$ cat config.mk
export PLATFORM = sky130hd
export DESIGN_NAME = bus_copy_ctrl
export DESIGN_NICKNAME = d
export VERILOG_FILES = /design/src/rtl/bus_copy_ctrl.sv
export SDC_FILE = /design/constraint.sdc
export NUM_CORES = 1
export LEC_CHECK = 0
export ABC_AREA = 1
export BUFFER_PORTS_ARGS = -buffer_cell sky130_fd_sc_hd__buf_2
export CAP_MARGIN = 20
export CELL_PAD_IN_SITES_DETAIL_PLACEMENT = 0
export CELL_PAD_IN_SITES_GLOBAL_PLACEMENT = 1
export CORE_MARGIN = 2
export CORE_UTILIZATION = 35
export CTS_CLUSTER_DIAMETER = 200
export CTS_CLUSTER_SIZE = 8
export DETAILED_ROUTE_END_ITERATION = 10
export GPL_ROUTABILITY_DRIVEN = 0
export HOLD_SLACK_MARGIN = 0.05
export PLACE_DENSITY_LB_ADDON = 0.1
export RECOVER_POWER = 25
export SLEW_MARGIN = 20
export SYNTH_ARGS = -nofsm -noshare
export SYNTH_HDL_FRONTEND = slang
export SYNTH_SLANG_ARGS = --single-unit
$ cat constraint.sdc
create_clock -name clk -period 4.45 [get_ports clk]
set_input_delay 0.2225 -clock clk [delete_from_list [all_inputs] [get_ports clk]]
set_output_delay 0.2225 -clock clk [all_outputs]
set_load 0.005 [all_outputs]
$ cat src/rtl/bus_copy_ctrl.sv
// Bus-master block copier: reads words from a source range and writes them to a
// destination range over one master port, retrying any word whose grant drops.
module bus_copy_ctrl #(
  parameter int READ_LAT = 1,
  parameter int LEN_W    = 8
) (
  input  logic             clk,
  input  logic             reset_n,
  input  logic             start,
  input  logic [7:0]       src_addr,
  input  logic [7:0]       dst_addr,
  input  logic [LEN_W-1:0] length,
  output logic             m_req,
  input  logic             m_grant,
  output logic [7:0]       m_address,
  output logic             m_wr,
  output logic [31:0]      m_dout,
  input  logic [31:0]      m_din,
  output logic             busy,
  output logic             done,
  output logic [LEN_W-1:0] count
);

  typedef enum logic [2:0] {
    IDLE,
    REQ,
    RD,
    WR,
    DONE
  } state_t;

  localparam logic [2:0] LAT_LAST = 3'(READ_LAT - 1);

  state_t           state_reg;
  logic [7:0]       src_reg;
  logic [7:0]       dst_reg;
  logic [31:0]      data_reg;
  logic [LEN_W-1:0] count_reg;
  logic [2:0]       lat_reg;

  logic [7:0]       src_inc;
  logic [7:0]       dst_inc;
  logic             last_word;

  assign src_inc   = src_reg + 8'd1;
  assign dst_inc   = dst_reg + 8'd1;
  assign last_word = (count_reg == LEN_W'(1));

  assign m_dout = data_reg;
  assign count  = count_reg;

  // Every bus-facing output is set on the transition into the state that owns it,
  // so nothing combinational reaches the ports from m_grant or m_din.
  always_ff @(posedge clk or negedge reset_n) begin
    if (!reset_n) begin
      state_reg <= IDLE;
      src_reg   <= '0;
      dst_reg   <= '0;
      data_reg  <= '0;
      count_reg <= '0;
      lat_reg   <= '0;
      m_req     <= 1'b0;
      m_address <= '0;
      m_wr      <= 1'b0;
      busy      <= 1'b0;
      done      <= 1'b0;
    end else begin
      done <= 1'b0;
      case (state_reg)
        IDLE: begin
          if (start) begin
            src_reg   <= src_addr;
            dst_reg   <= dst_addr;
            count_reg <= length;
            if (length != '0) begin
              state_reg <= REQ;
              m_req     <= 1'b1;
              m_wr      <= 1'b0;
              m_address <= src_addr;
              busy      <= 1'b1;
            end else begin
              state_reg <= DONE;
              done      <= 1'b1;
              busy      <= 1'b0;
            end
          end
        end

        REQ: begin
          if (m_grant) begin
            state_reg <= RD;
            lat_reg   <= '0;
          end
        end

        RD: begin
          if (!m_grant) begin
            state_reg <= REQ;
          end else if (lat_reg == LAT_LAST) begin
            data_reg  <= m_din;
            state_reg <= WR;
            m_wr      <= 1'b1;
            m_address <= dst_reg;
          end else begin
            lat_reg <= lat_reg + 3'd1;
          end
        end

        WR: begin
          m_wr <= 1'b0;
          if (!m_grant) begin
            // Word abandoned: pointers untouched, re-read the same source word.
            state_reg <= REQ;
            m_address <= src_reg;
          end else begin
            src_reg   <= src_inc;
            dst_reg   <= dst_inc;
            m_address <= src_inc;
            if (count_reg != '0) begin
              count_reg <= count_reg - LEN_W'(1);
            end
            if (last_word || count_reg == '0) begin
              state_reg <= DONE;
              m_req     <= 1'b0;
              busy      <= 1'b0;
              done      <= 1'b1;
            end else begin
              state_reg <= RD;
              lat_reg   <= '0;
            end
          end
        end

        DONE: begin
          state_reg <= IDLE;
        end

        default: begin
          state_reg <= IDLE;
          m_req     <= 1'b0;
          m_wr      <= 1'b0;
          busy      <= 1'b0;
        end
      endcase
    end
  end

endmodule

# == After elaboration in Yosys (flattened, before gate mapping) ==
# Cells that the tools add are included.
# op_classes
n_addsub,4
n_eq_ne,16
n_mux,47
bitwise,2
n_reduce_logical,21
# op_table
cell,count
8-bit two-way mux,11
8-bit one-hot mux with 2 select lines,3
3-bit two-way mux,12
8-bit one-hot mux with 3 select lines,1
2-bit inequality test (second input constant),10
8-bit by 1-bit adder with 8-bit output (second input constant),2
8-bit nonzero test,2
5-bit AND reduction,3
1-bit two-way mux,14
3-bit one-hot mux with 4 select lines,1
1-bit one-hot mux with 3 select lines,3
3-bit one-hot mux with 3 select lines,1
3-bit AND reduction,3
8-bit by 1-bit == test with 1-bit output (second input constant),1
8-bit zero test,1
4-bit AND reduction,2
8-bit by 1-bit subtractor with 8-bit output (second input constant),1
3-bit by 2-bit == test with 1-bit output (second input constant),2
3-bit zero test,2
6-bit AND reduction,1
3-bit nonzero test,2
3-bit by 1-bit adder with 3-bit output (second input constant),1
3-bit by 1-bit == test with 1-bit output (second input constant),1
3-bit == test (second input constant),1
8 further kinds,9
# totals
reg_bits,74
input_bits,60
out_inout_bits,52
word_cells,101

# == Longest topological paths before layout ==
# depth
word_depth,5
mapped_depth,9
mapped_depth_nobuf,9

# == Least setup slack after synthesis ==
# OpenSTA, ideal clock, no wires.
# synth_path
path_type,reg2reg
startpoint,"register count_reg[0], in the netlist count[0]"
endpoint,register lat_reg[1]
setup_time_ns,0.126
arrival_ns,1.349
required_time_ns,4.324
slack_ns,2.975
path_stages_with_launch,8
path_buffers,0
period_less_slack_ns,1.475
path_cell_list,dfrtp_1 > inv_1 > ha_1 > or2_2 > nand3_1 > nand3_1 > nand2_1 > o21ai_0
# synth_via
elab_chain_len,4
elab_cells_between_ends,5
classes_between,eq/ne (2); reduce/logical (3)
# synth_lines
item,line,rtl
from (decl),38,logic [LEN_W-1:0] count_reg;
from (signal assigned),74,count_reg <= length;
from (signal assigned),120,count_reg <= count_reg - LEN_W'(1);
8-bit by 1-bit == test with 1-bit output or 8-bit zero test (tied branches),"47, 122",
1-bit logical OR *,122,if (last_word || count_reg == '0) begin
2-bit inequality test (no source line) *,-,
6-bit AND reduction (no source line) *,-,
to (signal assigned),105,lat_reg <= lat_reg + 3'd1;
to (decl),39,logic [2:0] lat_reg;
# Every way passes the cells marked *; elsewhere a longest branch is shown, timed or not.
# A chain may end at the register's enable or synchronous reset.

# == Worst setup path after layout ==
# layout_path
startpoint,register state_reg[2]
endpoint,register m_req
# layout_via
elab_chain_len,4
elab_cells_between_ends,13
classes_between,eq/ne (8); mux (1); bitwise (1); reduce/logical (3)
# layout_lines
item,line,rtl
from (decl),34,state_t state_reg;
from (signal assigned),56,state_reg <= IDLE;
from (signal assigned),76,state_reg <= REQ;
from (signal assigned),82,state_reg <= DONE;
"3-bit by 2-bit == test with 1-bit output, or another cell as far along",69,case (state_reg)
3-bit OR reduction (no source line),-,
1-bit inverter (no source line),-,
5-bit AND reduction (no source line),-,
to (signal assigned),62,m_req <= 1'b0;
to (signal assigned),77,m_req <= 1'b1;
to (signal assigned),124,m_req <= 1'b0;
to (decl),13,"output logic m_req,"
# Parallel ways exist; a longest one is shown, timed or not.

==> flow_metrics.py <==
metrics = {
    "timing": {
        "timing.hold.ws_ns": 0.0691,
        "postLayoutSetupSlackWorst_ns": 2.36,
        "maxSlewViolCount": 33,
        "relSlewSlack_pct": -30.7,
        "period_share_pct": 47.0,
        "rsz0062_at_grt": "no",
        "fmax_mhz": 479,
        "finClkSkew_ns": 0.0121,
        "hold_viol": 0,
        "finalSetupViolations": 0,
        "period_minus_slack_ns": 2.09,
        "fin_setup_tns_ns": 0,
        "worst_pin_slew_ns": 1.96,
    },
    "drt": {
        "routed_wl_mm": 9.97,
        "ant_nets": 0,
        "drtIter0Drc": 206,
        "post-route-drc-count": 0,
        "firstDrtPassIters": 4,
        "wl_per_cell_um": 12.8,
        "vias": 3626,
        "routed_via_density": 4.65,
    },
    "synth": {
        "post_synth_main_area_contributors": "dfrtp_1 (47%), nand2_1 (19%), nand3_1 (4.3%), nor2_1 (3.9%), inv_1 (3.4%)",
        "syn_inst": 505,
        "ys_ff_latch": 74,
        "yosysTopAreaCell": "dfrtp_1",
        "synth_top_area_share_pct": 47.3,
        "ys_types": 36,
        "ys_warn_count": 0,
        "syn_area_sq_um": 3920,
        "synthesis.nets": 572,
        "yosysSeqAreaShare_pct": 47.3,
        "avgSynthCellArea_sq_um": 7.76,
    },
    "clocking": {
        "clk_latency_ns": 0.36,
        "post_cts_buffers": 0,
        "ctsHtreeMaxLevel": 3,
        "clock_path_buffers": 2,
        "clockRootBuffer": "clkbuf_8",
        "cts_inserted_buffers": 9,
        "numClockSinks": 74,
        "clkTransAtPathRegs_ns": 0.09,
        "cts_tree": "built",
    },
    "floorplan": {
        "fp.dieH_um": 110,
        "start_util_pct": 36.0,
        "rows": 38,
        "die_w_um": 110,
        "core_sq_um": 10900,
        "pin_count": 112,
        "die_area_sq_um": 12100,
    },
    "setup_path": {
        "required_ns": 4.70,
        "cp_max_fo": 25,
        "worstSetupStartpointType": "register",
        "cp-end-kind": "register",
        "cp_data_arrival_time_ns": 2.34,
        "worstSetupPathType": "reg2reg",
    },
    "layout": {
        "largest_reg_flops": 32,
        "ff_latch_area_sq_um": 1850,
        "multi_input_area_sq_um": 1810,
        "final_net_count": 702,
        "fin_area_sq_um": 4990,
        "layout_commonest_cell": "nand2_1",
        "drive_gt1_share_pct": 24.8,
        "fillers": 1124,
        "areaGrowthSynthToFinish_pct": 27.3,
        "final_cell_mix": "nand2_1 (201), buf_2 (110), dfrtp_1 (74)",
        "n_antenna_cell": 0,
        "final_core_util_pct": 45.8,
    },
    "worst_hold_path": {
        "hold_class": "in2reg",
    },
    "grt": {
        "top_usage_layer": "met2",
        "grt_overflow_total": 0,
        "grt_start_max_net_pins": 75,
        "grtUsageTotal_pct": 17.5,
        "antenna_found_initial": 0,
        "grtUsageMet3_pct": 5.10,
        "grt_pass1_wl_mm": 16.4,
        "grt_pass1_vias": 3442,
        "grtUsageMet1_pct": 22.7,
        "met2_usage_pct": 28.9,
    },
    "place": {
        "hpwlAfterDp_mm": 6.95,
        "place.port_buffers": 111,
        "dp_slack_ns": 2.31,
        "dpl-instance-area_sq_um": 4550,
    },
    "outcome": {
        "outcome": "complete, but fails checks",
        "violations": "capacitance limit, slew limit",
    },
    "run": {
        "max_cap_viol_count": 1,
    },
    "power_and_ir_drop": {
        "powerDensity_nw_per_um2": 614,
        "peakVddDrop_mv": 0.261,
        "leakage_nw": 2.62,
    },
}
layer usage:
layer / up-vias / routed length [um] / share of wire [%]
li1: 1870 / - / -
met5: - / 0 / 0
met1: 1658 / 4450 / 45
met2: 88 / 4860 / 49
met4: 0 / 92 / 0.92
met3: 10 / 565 / 5.7
path summary, 6_finish.rpt:
check | from | endpoint | slack (ns) | depth (start not counted)
worst max-delay path | state_reg[2] | m_req | 2.36 | 8
worst min-delay path | m_din[10] | m_dout[10] | 0.07 | 3
worst max register to register | state_reg[2] | m_req | 2.36 | 8
worst min register to register | m_dout[24] | m_dout[24] | 0.47 | 2
max in group asynchronous | reset_n | m_address[6] | 2.37 | 2
min in group asynchronous | reset_n | count[7] | 0.94 | 2
critical path: stages (launching register included):
cell     delay (ns)
dfrtp_1        0.48
inv_4          0.13
nand3_4        0.27
nand2_1        0.47
nand2_1        0.27
nand2_1        0.16
nand3_1        0.08
nand2_1        0.06
nand2_1        0.05
Yosys cell counts (all sizes together):
master	instances
nand2	202
dfrtp	74
nor2	47
inv	40
nand3	39
o21ai	35
a21oi	16
buf	15
ha	7
nand4	5
o211ai	4
or2	4
a31oi	3
o22ai	3
nor3	2
o32ai	2
xor2	2
a22oi	1
and2	1
clkbuf	1
nand3b	1
o21bai	1
what timing repair did:
action	4_1_cts	5_1_grt
hold endpoints to repair	22	2
hold buffers	20	2
resized for setup	0	0
where the power goes:
group	switching [mW]	leakage [nW]	internal, mW
logic	0.796	1.61	0.527
clock network	0.275	0.0962	0.263
registers	0.228	0.913	0.978
area by class of cell:
type / count / area share (%)
well taps: 140 / 3.51
clock buffers: 9 / 2.48
inverters: 40 / 3.06
flip-flops and latches: 74 / 37.1
clock inverters: 7 / 1.53
repair buffers: 135 / 16.1
multi-input cells: 375 / 36.2
metrics by stage:
stage | total power [mW] | cells
detailed placement | 2.55 | 741
global route | 3.38 | 780
finish | 3.07 | 780
global placement | 2.53 | 741
CTS | 3.11 | 777
floorplan | 2.10 | 505
kinds of logic (layout without fill, tap and decap cells):
family,Yosys count,in the layout,share of synthesized area [%]
xor+xnor,2,2,0.447
compound gates,65,65,10.2
flops,74,74,47.3
simple gates,301,301,33.2
buf+inv,56,191,6.61
fa+ha+maj,7,7,2.23
Note: power is estimated with default switching activity, not from simulation.
